<file path="config.mk">
export PLATFORM = sky130hd
export DESIGN_NAME = fifo_in_drain_ctrl_flat
export DESIGN_NICKNAME = d
export VERILOG_FILES = /design/src/rtl/fifo_in_drain_ctrl_if.sv /design/src/rtl/fifo_in_drain_ctrl.sv /design/src/flat_wrapper.sv
export SDC_FILE = /design/constraint.sdc
export NUM_CORES = 1
export LEC_CHECK = 0
export BUFFER_PORTS_ARGS = -buffer_cell sky130_fd_sc_hd__buf_2
export CELL_PAD_IN_SITES_DETAIL_PLACEMENT = 0
export CELL_PAD_IN_SITES_GLOBAL_PLACEMENT = 1
export CORE_MARGIN = 8
export CORE_UTILIZATION = 35
export CTS_BUF_LIST = sky130_fd_sc_hd__clkbuf_8 sky130_fd_sc_hd__clkbuf_16
export CTS_CLUSTER_DIAMETER = 200
export DETAILED_ROUTE_END_ITERATION = 8
export PLACE_DENSITY_LB_ADDON = 0.1
export SYNTH_ARGS = -nofsm -noshare
export SYNTH_HDL_FRONTEND = slang
export SYNTH_SLANG_ARGS = --single-unit
</file>
<file path="constraint.sdc">
create_clock -name clk -period 2.9 [get_ports clk]
set_clock_uncertainty 0.15 [all_clocks]
set_input_delay 0.29 -clock clk [delete_from_list [all_inputs] [get_ports clk]]
set_output_delay 0.29 -clock clk [all_outputs]
set_load 0.1 [all_outputs]
</file>
<file path="src/rtl/fifo_in_drain_ctrl_if.sv">
// ---------------------------------------------------------------------------
// fifo_in_drain_ctrl_if
// Bundles the two data paths of the FIFO drain sequencer:
//   - read-only bus to the input-FIFO top block (m_sel, m_wr, m_address,
//     m_din driven by the master; m_dout returned one cycle after a request)
//   - valid/ready stream to the downstream consumer (out_valid, out_data
//     driven by the master; out_ready returned by the consumer)
// Modports:
//   master : the sequencer side
//   slave  : the FIFO top plus downstream consumer side
// ---------------------------------------------------------------------------
interface fifo_in_drain_ctrl_if;
    logic        m_sel;
    logic        m_wr;
    logic [7:0]  m_address;
    logic [31:0] m_din;
    logic [31:0] m_dout;
    logic        out_valid;
    logic [31:0] out_data;
    logic        out_ready;

    modport master (
        output m_sel, m_wr, m_address, m_din, out_valid, out_data,
        input  m_dout, out_ready
    );

    modport slave (
        input  m_sel, m_wr, m_address, m_din, out_valid, out_data,
        output m_dout, out_ready
    );
endinterface

</file>
<file path="src/rtl/fifo_in_drain_ctrl.sv">
// ---------------------------------------------------------------------------
// fifo_in_drain_ctrl
// Bus-master sequencer that drains a programmed number of 32-bit words from
// the input-FIFO top block into a valid/ready consumer. It polls the flag
// register and pops the data port only while the FIFO reports non-empty.
// Ports:
//   clk, reset_n      clock, asynchronous active-low reset
//   start, word_cnt   one-cycle start pulse and the word count sampled with it
//   abort             drop the transfer and return to IDLE on the next edge
//   busy, done, err   status: active, one-cycle completion, sticky rd_err
//   bus (master)      FIFO bus + downstream stream, see fifo_in_drain_ctrl_if
// All outputs are registered: the next-cycle values are decoded from the
// next state so they line up with the state they describe.
// ---------------------------------------------------------------------------
module fifo_in_drain_ctrl #(
    parameter int unsigned CNT_W     = 8,
    parameter int unsigned POLL_GAP  = 2,
    parameter logic [7:0]  FLAG_ADDR = 8'h10,
    parameter logic [7:0]  DATA_ADDR = 8'h11
) (
    input  logic                 clk,
    input  logic                 reset_n,
    input  logic                 start,
    input  logic [CNT_W-1:0]     word_cnt,
    input  logic                 abort,
    output logic                 busy,
    output logic                 done,
    output logic                 err,
    fifo_in_drain_ctrl_if.master bus
);

    // Gap counter only needs to hold 0 .. POLL_GAP-1.
    localparam int unsigned GAP_W = (POLL_GAP > 1) ? $clog2(POLL_GAP) : 1;
    localparam logic [GAP_W-1:0] GAP_INIT = GAP_W'(POLL_GAP - 1);
    localparam int unsigned FLAG_EMPTY_BIT  = 4;
    localparam int unsigned FLAG_RD_ERR_BIT = 0;

    typedef enum logic [3:0] {
        ST_IDLE   = 4'd0,
        ST_POLL   = 4'd1,
        ST_CHK    = 4'd2,
        ST_GAP    = 4'd3,
        ST_READ   = 4'd4,
        ST_CAPT   = 4'd5,
        ST_HOLD   = 4'd6,
        ST_SETTLE = 4'd7,
        ST_DONE   = 4'd8
    } state_t;

    state_t             state_r, state_s;
    logic [CNT_W-1:0]   rem_r, rem_s;
    logic [GAP_W-1:0]   gap_r, gap_s;
    logic               err_r, err_s;
    logic               done_r, done_s;
    logic               busy_r, busy_s;
    logic               m_sel_r, m_sel_s;
    logic [7:0]         m_addr_r, m_addr_s;
    logic               out_valid_r, out_valid_s;
    logic [31:0]        out_data_r, out_data_s;

    // Next-state, counter and registered-output decode.
    always_comb begin
        state_s     = state_r;
        rem_s       = rem_r;
        gap_s       = gap_r;
        err_s       = err_r;
        done_s      = 1'b0;
        out_valid_s = out_valid_r;
        out_data_s  = out_data_r;

        if ((state_r != ST_IDLE) && abort) begin
            // Abort wins over start/out_ready; any held word is discarded.
            state_s     = ST_IDLE;
            out_valid_s = 1'b0;
        end else begin
            case (state_r)
                ST_IDLE: begin
                    if (start) begin
                        if (word_cnt == {CNT_W{1'b0}}) begin
                            done_s = 1'b1;
                        end else begin
                            rem_s   = word_cnt;
                            err_s   = 1'b0;
                            state_s = ST_POLL;
                        end
                    end else begin
                        state_s = ST_IDLE;
                    end
                end
                ST_POLL: begin
                    state_s = ST_CHK;
                end
                ST_CHK: begin
                    if (bus.m_dout[FLAG_RD_ERR_BIT]) begin
                        err_s = 1'b1;
                    end else begin
                        err_s = err_r;
                    end
                    if (bus.m_dout[FLAG_EMPTY_BIT]) begin
                        gap_s   = GAP_INIT;
                        state_s = ST_GAP;
                    end else begin
                        state_s = ST_READ;
                    end
                end
                ST_GAP: begin
                    if (gap_r == {GAP_W{1'b0}}) begin
                        state_s = ST_POLL;
                    end else begin
                        gap_s = gap_r - GAP_W'(1);
                    end
                end
                ST_READ: begin
                    state_s = ST_CAPT;
                end
                ST_CAPT: begin
                    // rem > 0 is guaranteed here, so no underflow.
                    out_data_s  = bus.m_dout;
                    out_valid_s = 1'b1;
                    rem_s       = rem_r - CNT_W'(1);
                    state_s     = ST_HOLD;
                end
                ST_HOLD: begin
                    if (bus.out_ready) begin
                        out_valid_s = 1'b0;
                        if (rem_r == {CNT_W{1'b0}}) begin
                            state_s = ST_DONE;
                        end else begin
                            state_s = ST_SETTLE;
                        end
                    end else begin
                        state_s = ST_HOLD;
                    end
                end
                ST_SETTLE: begin
                    // Let the FIFO's registered flag catch up with the pop.
                    state_s = ST_POLL;
                end
                ST_DONE: begin
                    state_s = ST_IDLE;
                end
                default: begin
                    state_s     = ST_IDLE;
                    out_valid_s = 1'b0;
                end
            endcase
        end

        if (state_s == ST_DONE) begin
            done_s = 1'b1;
        end else begin
            done_s = done_s;
        end
        busy_s   = (state_s != ST_IDLE) && (state_s != ST_DONE);
        m_sel_s  = (state_s == ST_POLL) || (state_s == ST_READ);
        if (state_s == ST_POLL) begin
            m_addr_s = FLAG_ADDR;
        end else if (state_s == ST_READ) begin
            m_addr_s = DATA_ADDR;
        end else begin
            m_addr_s = 8'h00;
        end
    end

    // State, counters and registered outputs.
    always_ff @(posedge clk or negedge reset_n) begin
        if (!reset_n) begin
            state_r     <= ST_IDLE;
            rem_r       <= {CNT_W{1'b0}};
            gap_r       <= {GAP_W{1'b0}};
            err_r       <= 1'b0;
            done_r      <= 1'b0;
            busy_r      <= 1'b0;
            m_sel_r     <= 1'b0;
            m_addr_r    <= 8'h00;
            out_valid_r <= 1'b0;
            out_data_r  <= 32'h0000_0000;
        end else begin
            state_r     <= state_s;
            rem_r       <= rem_s;
            gap_r       <= gap_s;
            err_r       <= err_s;
            done_r      <= done_s;
            busy_r      <= busy_s;
            m_sel_r     <= m_sel_s;
            m_addr_r    <= m_addr_s;
            out_valid_r <= out_valid_s;
            out_data_r  <= out_data_s;
        end
    end

    assign busy          = busy_r;
    assign done          = done_r;
    assign err           = err_r;
    assign bus.m_sel     = m_sel_r;
    assign bus.m_address = m_addr_r;
    assign bus.out_valid = out_valid_r;
    assign bus.out_data  = out_data_r;
    // Read-only master: write strobe and write data are tied off.
    assign bus.m_wr      = 1'b0;
    assign bus.m_din     = 32'h0000_0000;

endmodule

</file>
<file path="src/flat_wrapper.sv">
// flat-port wrapper written by rule: the top's interface ports become plain ports
module fifo_in_drain_ctrl_flat 
#(
    parameter int unsigned CNT_W     = 8,
    parameter int unsigned POLL_GAP  = 2,
    parameter logic [7:0]  FLAG_ADDR = 8'h10,
    parameter logic [7:0]  DATA_ADDR = 8'h11
)
  (clk, reset_n, start, word_cnt, abort, busy, done, err, bus_m_sel, bus_m_wr, bus_m_address, bus_m_din, bus_out_valid, bus_out_data, bus_m_dout, bus_out_ready);
  fifo_in_drain_ctrl_if bus_i ();
  input  logic clk;
  input  logic reset_n;
  input  logic start;
  input  logic [CNT_W-1:0] word_cnt;
  input  logic abort;
  output logic busy;
  output logic done;
  output logic err;
  output wire logic [$bits(bus_i.m_sel)-1:0] bus_m_sel;
  output wire logic [$bits(bus_i.m_wr)-1:0] bus_m_wr;
  output wire logic [$bits(bus_i.m_address)-1:0] bus_m_address;
  output wire logic [$bits(bus_i.m_din)-1:0] bus_m_din;
  output wire logic [$bits(bus_i.out_valid)-1:0] bus_out_valid;
  output wire logic [$bits(bus_i.out_data)-1:0] bus_out_data;
  input wire logic [$bits(bus_i.m_dout)-1:0] bus_m_dout;
  input wire logic [$bits(bus_i.out_ready)-1:0] bus_out_ready;
  assign bus_m_sel = bus_i.m_sel;
  assign bus_m_wr = bus_i.m_wr;
  assign bus_m_address = bus_i.m_address;
  assign bus_m_din = bus_i.m_din;
  assign bus_out_valid = bus_i.out_valid;
  assign bus_out_data = bus_i.out_data;
  assign bus_i.m_dout = bus_m_dout;
  assign bus_i.out_ready = bus_out_ready;
  fifo_in_drain_ctrl #(.CNT_W(CNT_W), .POLL_GAP(POLL_GAP), .FLAG_ADDR(FLAG_ADDR), .DATA_ADDR(DATA_ADDR)) u_core (.clk(clk), .reset_n(reset_n), .start(start), .word_cnt(word_cnt), .abort(abort), .busy(busy), .done(done), .err(err), .bus(bus_i));
endmodule
</file>
==> results of run 1 <==
-- layout make-up --
cell class                 instances  area [um^2]  share of cell area
tap                               99          124              0.0393
multi-input combinational        166         1120               0.355
timing repair buffer              91          478               0.152
clock inverter                     2         38.8              0.0123
inverter                           9         33.8              0.0107
clock buffer                       6         82.6              0.0262
sequential                        51         1280               0.405
-- synth_stat cells (all sizes together) (3+ instances only) --
cell,instances,area (um^2)
nand3,3,15.0
dfrtp,51,1280
mux2,35,394
a21oi,13,65.1
or4,3,26.3
o21ai,9,45.0
clkbuf,5,18.8
buf,44,323
nor3,6,30.0
nand2,4,15.0
nor2,18,67.6
inv,9,33.8
a31oi,4,25.0
-- worst paths after layout --
check | startpoint | endpoint | cells after the start
max reg2reg | u_core.rem_r[5] | u_core.bus.m_sel | 5
max in group asynchronous | reset_n | u_core.bus.out_data[7] | 3
min in group asynchronous | reset_n | u_core.bus.out_data[23] | 3
min reg2reg | u_core.bus.out_data[20] | u_core.bus.out_data[20] | 1
max | u_core.rem_r[5] | u_core.bus.m_sel | 5
min | bus_m_dout[16] | u_core.bus.out_data[16] | 2
-- cells by family after synthesis --
family	Yosys count	synth area share
other cells	1	0.00143
mux	35	0.150
compound gates	40	0.0974
simple gates	50	0.111
fa+ha+maj	2	0.00955
flops	51	0.487
buf+inv	58	0.143
-- sequential cells by signal, indices dropped and copies added, names as in the netlist --
signal / flops
u_core.rem_r: 8
u_core.done: 1
u_core.bus.out_data: 32
u_core.err: 1
u_core.bus.out_valid: 1
u_core.busy: 1
u_core.gap_r: 1
u_core.bus.m_address: 1
u_core.state_r: 4
u_core.bus.m_sel: 1
-- per-stage QoR --
stage               std cells  hold WS, ps  setup slack (ps)   util
floorplan                 275         -156               647      -
global placement          415          166               543  0.416
finish                    424         45.0               502  0.435
CTS                       424         35.3               500  0.435
detailed placement        415          171               469  0.416
global route              424         41.3               428  0.435
-- per-layer routing --
layer  vias up  global-route usage  part of all wire
met1       916               0.145              0.42
li1        923                   -                 -
met2        65               0.210              0.51
met5         -                   0                 0
met3         6              0.0304             0.062
met4         0              0.0406             0.013
-- timing repair --
item / CTS / global route
hold buffers: 1 / 0
hold endpoints to repair: 51 / 0
resized for setup: 0 / 0
==> impl_metrics.py, run 1 <==
metrics = {
    "drt": {
        "wl_per_cell_um": 15.0,
        "initialDrtViolationCount": 30,
        "wirelength_mm": 6.34,
        "drt-pass1-iter-count": 4,
        "vias": 1910,
        "via_per_inst": 4.50,
        "drc": 0,
        "ant_nets": 0,
    },
    "clocking": {
        "h-tree-depth": 2,
        "clk_latency_ps": 300,
        "cts_made_buffers": 5,
        "clock-sinks": 51,
        "root_buffer": "clkbuf_8",
        "cts_buffer_depth": 2,
        "post_cts_buffers": 0,
        "cts_tree": "built",
        "clk_pin_slew_ps": 100,
    },
    "setup_path": {
        "cpLargestDelayFamily": "simple AND/OR/NAND/NOR gates",
        "worst-path-buf-inv": 0,
        "cp_slowest_cell": "or4_4",
        "crit_required_ps": 2950,
        "end_kind": "flop",
        "setup.worst_path.start_class": "flop",
        "max_stage_delay_ps": 580,
        "crit_fanout": 4,
        "worstSetupPathType": "flop to flop",
        "worst_ep_arrival_time_ps": 2440,
        "crit_path_cell_trace": "or4_4 -> nor4b_4 -> or3b_1 -> and3_1 -> o2111a_1",
        "reg2reg_setup_slack_ps": 500,
    },
    "floorplanning": {
        "initial_core_util": 0.361,
        "row_count": 31,
        "num_io_pins": 123,
        "die_w_um": 103,
        "core_um2": 7250,
        "fp.dieH_um": 103,
        "die-area_um2": 10500,
    },
    "job": {
        "max_cap_violations": 0,
    },
    "layout": {
        "layout_common_cells": "83 x buf_2, 51 x dfrtp_1, 39 x conb_1",
        "num_antenna_cells": 0,
        "layout_commonest_cell": "buf_2",
        "syn2layout_area_growth_pct": 20.3,
        "fillers": 763,
        "drive_above_1_share": 0.406,
        "final_nets": 371,
        "finalInstanceArea_um2": 3150,
    },
    "timing": {
        "fmax_mhz": 417,
        "slew_violations": 0,
        "period_needed_ps": 2400,
        "fin_crit_sh": 0.827,
        "rsz0062_at_grt": "false",
        "finalSetupViolCount": 0,
        "finalHoldViolations": 0,
        "finalSetupTns_ps": 0,
    },
    "placement": {
        "dpl_cell_area_um2": 3020,
        "dp_hpwl_mm": 4.94,
        "gp_congestion": 0.781,
        "place.port_buffers": 83,
    },
    "global_route": {
        "grt_first_pass_wirelength_mm": 10.0,
        "grt_max_degree": 28,
        "grt-ovfl-total": 0,
        "antenna_found_initial": 0,
        "first_global_vias": 2073,
        "grt_usage": 0.122,
    },
    "synthesis": {
        "ys_ff_latch": 51,
        "ys.flop_type": "dfrtp_1",
        "yosysUniqueCellTypes": 43,
        "synth_area_per_cell_um2": 11.1,
        "syn_area_um2": 2620,
        "ys_warn_count": 0,
        "synth_cells": 237,
        "synth-edff-count": 0,
        "ys_seq_area_frac": 0.487,
        "async_flop_share": 1.00,
    },
    "status": {
        "outcome": "finished clean",
    },
    "hold_path": {
        "hold_path.class": "input pin to flop",
    },
}
Power of run 1 is not shown: default switching activity piles up to over one toggle a cycle in this logic, so the estimate is an artifact.
==> inputs of run 2 (changes only) <==
==> constraint.sdc (replaced) <==
create_clock -name clk -period 2.5 [get_ports clk]
set_clock_uncertainty 0.15 [all_clocks]
set_input_delay 0.25 -clock clk [delete_from_list [all_inputs] [get_ports clk]]
set_output_delay 0.25 -clock clk [all_outputs]
set_load 0.1 [all_outputs]
==> run 2 against run 1 <==
Compared with the run above: global-route usage up 0.12 points; flip-flop and latch count unchanged; sequential share of layout area down 0.97 points.
==> impl_metrics.py, run 2 (synthesized netlist as in run 1, its figures left out) <==
metrics = {
    "status": {
        "outcome": "finished clean",
    },
    "setup_path": {
        "max_stage_delay_ps": 580,
        "end_kind": "flop",
        "crit_fanout": 4,
        "worst_ep_arrival_time_ps": 2430,
        "setup.worst_path.start_class": "flop",
        "cp_slowest_cell": "or4_4",
        "crit_required_ps": 2550,
        "crit_path_cell_trace": "or4_4 -> nor4b_4 -> or3b_1 -> and3_1 -> o2111a_1",
        "worstSetupPathType": "flop to flop",
    },
    "timing": {
        "maxSlewHeadroom": 0.673,
        "fmax_mhz": 419,
        "period_needed_ps": 2390,
        "slew_violations": 0,
        "fin_crit_sh": 0.954,
        "finalSetupTns_ps": 0,
        "rsz0062_at_grt": "false",
        "worstMarginPinSlew_ps": 483,
        "finalSetupViolCount": 0,
        "finalHoldViolations": 0,
    },
    "clocking": {
        "h-tree-depth": 2,
        "cts_buffer_depth": 2,
        "cts_made_buffers": 5,
        "post_cts_buffers": 0,
        "clk_pin_slew_ps": 90,
        "clk_latency_ps": 300,
        "root_buffer": "clkbuf_8",
        "cts_tree": "built",
        "clock-sinks": 51,
    },
    "layout": {
        "num_antenna_cells": 0,
        "syn2layout_area_growth_pct": 23.3,
        "drive_above_1_share": 0.398,
        "largest_reg_flops": 32,
        "final_nets": 380,
        "layout_common_cells": "83 x buf_2, 51 x dfrtp_1, 39 x conb_1",
        "layout_commonest_cell": "buf_2",
        "fillers": 738,
    },
    "floorplanning": {
        "fp.dieH_um": 103,
        "die-area_um2": 10500,
        "die_w_um": 103,
        "core_um2": 7250,
        "row_count": 31,
        "initial_core_util": 0.361,
        "num_io_pins": 123,
    },
    "drt": {
        "dr.max_layer_used": "met4",
        "wl_met3_um": 471,
        "drt-pass1-iter-count": 4,
        "initialDrtViolationCount": 39,
        "wl_per_cell_um": 14.4,
        "drc": 0,
        "vias": 1937,
        "wirelength_mm": 6.24,
        "drt-met1-wl_mm": 2.65,
        "via_per_inst": 4.47,
        "ant_nets": 0,
        "routed-wl-met2_mm": 3.05,
    },
    "placement": {
        "dp_hpwl_mm": 4.84,
        "gp_congestion": 0.768,
        "place.port_buffers": 83,
    },
    "global_route": {
        "grt-ovfl-total": 0,
        "grt_max_degree": 34,
        "first_global_vias": 2088,
        "antenna_found_initial": 0,
        "grt_first_pass_wirelength_mm": 10.1,
        "grt_usage": 0.123,
    },
    "hold_path": {
        "hold_path.class": "input pin to flop",
    },
    "job": {
        "max_cap_violations": 0,
    },
}
-- run 2: timing repair --
item,CTS,global route
endpoints found under the hold margin,57,2
hold buffers,7,2
resized for setup,0,0
-- run 2: final timing paths --
check / end / from / slack [ps] / cells after the start
setup / recovery: u_core.bus.m_sel / u_core.rem_r[5] / 110 / 5
hold / removal: u_core.bus.out_data[6] / bus_m_dout[6] / 20 / 2
setup reg to reg: u_core.bus.m_sel / u_core.rem_r[5] / 110 / 5
hold reg to reg: u_core.bus.out_data[20] / u_core.bus.out_data[20] / 340 / 1
max in group asynchronous: u_core.state_r[1] / reset_n / 1550 / 3
min in group asynchronous: u_core.bus.out_data[16] / reset_n / 320 / 3
-- run 2: cell type report --
cell class,count,area (um^2),share of cell area
clock buffers,6,82.6,0.0256
inverters,9,33.8,0.0105
flip-flops and latches,51,1280,0.395
multi-input cells,166,1120,0.346
repair buffers,100,578,0.179
well taps,99,124,0.0384
clock inverters,2,16.3,0.00504
-- run 2: layer usage --
metal,GRT usage,vias up
li1,-,943
met2,0.202,73
met5,0,-
met3,0.0412,5
met1,0.150,916
met4,0.0372,0
-- run 2: critical path: cells and delay by family (launching register included) --
kind / cells / cell delay [ps]
AOI/OAI and AO/OA: 1 / 230
DFF: 1 / 420
and+or+nand+nor: 4 / 1490
-- run 2: stage by stage --
stage	cell area, um^2	hold WS [ps]	worst slack [ps]	std cells	util
final	3230	17.7	114	433	0.445
after detailed placement	3040	106	134	416	0.419
after floorplan	2760	-196	247	275	-
after global routing	3230	0.406	34.9	433	0.445
after global placement	3040	107	161	416	0.419
after CTS	3210	2.55	115	431	0.442
Power of run 2 is left out for the same reason.
==> inputs of run 3 (changes only) <==
--- a/config.mk
+++ b/config.mk
@@ -9,11 +9,12 @@
 export CELL_PAD_IN_SITES_DETAIL_PLACEMENT = 0
 export CELL_PAD_IN_SITES_GLOBAL_PLACEMENT = 1
 export CORE_MARGIN = 8
-export CORE_UTILIZATION = 35
-export CTS_BUF_LIST = sky130_fd_sc_hd__clkbuf_8 sky130_fd_sc_hd__clkbuf_16
+export CORE_UTILIZATION = 36
+export CTS_BUF_LIST = sky130_fd_sc_hd__clkbuf_8
 export CTS_CLUSTER_DIAMETER = 200
 export DETAILED_ROUTE_END_ITERATION = 8
 export PLACE_DENSITY_LB_ADDON = 0.1
 export SYNTH_ARGS = -nofsm -noshare
 export SYNTH_HDL_FRONTEND = slang
 export SYNTH_SLANG_ARGS = --single-unit
+export TNS_END_PERCENT = 10
==> run 3 against run 2 <==
Compared with the run above: non-clock buffer count down 4; clock-buffer cell count up 1; via count up 1.1%; utilization up 0.060 points; flip-flop and latch count unchanged; die area down 2.3%; first-iteration DRC count up 41%; fmax up 0.10%.
==> impl_metrics.py, run 3 (synthesized netlist as in run 1, its figures left out) <==
metrics = {
    "timing": {
        "finalSetupViolCount": 0,
        "maxSlewHeadroom": 0.535,
        "worstMarginPinSlew_ps": 697,
        "fmax_mhz": 420,
        "whs_ps": 16.8,
        "fin_crit_sh": 0.953,
        "slew_violations": 0,
        "finalHoldViolations": 0,
        "rsz0062_at_grt": "false",
        "period_needed_ps": 2380,
        "finalSetupTns_ps": 0,
    },
    "global_route": {
        "antenna_found_initial": 0,
        "first_global_vias": 2091,
        "grt_usage": 0.123,
        "grt_first_pass_wirelength_mm": 10.1,
        "grt_max_degree": 31,
        "grt-ovfl-total": 0,
    },
    "setup_path": {
        "reg2reg_setup_slack_ps": 120,
        "max_stage_delay_ps": 580,
        "crit_fanout": 4,
        "worstSetupPathType": "flop to flop",
        "r2r_cells": 5,
        "crit_path_cell_trace": "or4_4 -> nor4b_4 -> or3b_1 -> and3_1 -> o2111a_1",
        "cp_slowest_cell": "or4_4",
        "end_kind": "flop",
        "setup.worst_path.start_class": "flop",
        "crit_required_ps": 2540,
        "worst_ep_arrival_time_ps": 2430,
    },
    "drt": {
        "wirelength_mm": 6.11,
        "via_per_inst": 4.57,
        "ant_nets": 0,
        "wl_per_cell_um": 14.2,
        "drc": 0,
        "drt-pass1-iter-count": 4,
        "initialDrtViolationCount": 55,
        "vias": 1959,
    },
    "floorplanning": {
        "die_w_um": 101,
        "fp.dieH_um": 101,
        "row_count": 31,
        "num_io_pins": 123,
        "initial_core_util": 0.367,
        "core_um2": 7140,
        "die-area_um2": 10300,
    },
    "placement": {
        "gp_congestion": 0.759,
        "place.port_buffers": 83,
        "dp_hpwl_mm": 4.77,
    },
    "layout": {
        "largest_reg_flops": 32,
        "drive_above_1_share": 0.403,
        "layout_commonest_cell": "buf_2",
        "fillers": 732,
        "final_nets": 376,
        "syn2layout_area_growth_pct": 21.4,
        "layout_common_cells": "83 x buf_2, 51 x dfrtp_1, 39 x conb_1",
        "num_antenna_cells": 0,
    },
    "clocking": {
        "post_cts_resized": 0,
        "cts_buffer_depth": 2,
        "clock-sinks": 51,
        "post_cts_buffers": 0,
        "clk_latency_ps": 300,
        "cts_tree": "built",
        "clk_pin_slew_ps": 90,
        "root_buffer": "clkbuf_8",
        "cts_made_buffers": 5,
        "h-tree-depth": 2,
    },
    "job": {
        "max_cap_violations": 0,
    },
    "hold_path": {
        "hold_path.class": "input pin to flop",
        "whs_path_depth": 2,
    },
    "status": {
        "outcome": "finished clean",
    },
}
run 3: cell count changes in the layout (fill, tap and decap cells not counted):
| cell | previous run | this run |
|---|---|---|
| dlygate4sd3_1 | 9 | 5 |
| buf_12 | 1 | 0 |
| buf_4 | 7 | 8 |
| clkbuf_8 | 6 | 7 |
| clkinv_4 | 1 | 0 |
run 3: final cells by class:
type                            count  area [um^2]  area share
Sequential cell                    51         1280       0.401
Multi-Input combinational cell    166         1120       0.352
Timing Repair Buffer               96          526       0.165
Tap cell                           99          124      0.0389
Clock buffer                        7         96.3      0.0303
Inverter                            9         33.8      0.0106
Clock inverter                      1         7.51     0.00236
run 3: final timing paths:
check | start | end
worst max-delay path | u_core.rem_r[5] | u_core.bus.m_sel
worst min register to register | u_core.bus.out_data[19] | u_core.bus.out_data[19]
worst min-delay path | bus_m_dout[22] | u_core.bus.out_data[22]
min in group asynchronous | reset_n | u_core.bus.out_data[23]
max in group asynchronous | reset_n | u_core.bus.m_sel
worst max register to register | u_core.rem_r[5] | u_core.bus.m_sel
run 3: critical path, delay by kind of cell (launching register included):
family	cells	cell delay, ps
and+or+nand+nor	4	1470
DFF	1	420
AOI/OAI and AO/OA	1	240
run 3: per-layer routing:
layer | share of wire | track usage | vias up
met3 | 0.081 | 0.0426 | 2
met4 | 0.0077 | 0.0401 | 0
met2 | 0.48 | 0.195 | 77
li1 | - | - | 930
met5 | 0 | 0 | -
met1 | 0.43 | 0.152 | 950
run 3: stage by stage:
| stage | util | worst slack, ps | instance area, um^2 | instances |
|---|---|---|---|---|
| global route | 0.446 | 27.7 | 3180 | 429 |
| CTS | 0.443 | 109 | 3160 | 427 |
| global placement | 0.424 | 164 | 3030 | 416 |
| detailed placement | 0.424 | 133 | 3030 | 416 |
| finish | 0.446 | 116 | 3180 | 429 |
| floorplan | - | 247 | 2760 | 275 |
run 3: repair_timing:
item	in CTS	in global routing
hold buffers	3	2
hold endpoints to repair	30	2
endpoints found under the setup margin	0	0
Power of run 3 is left out for the same reason.
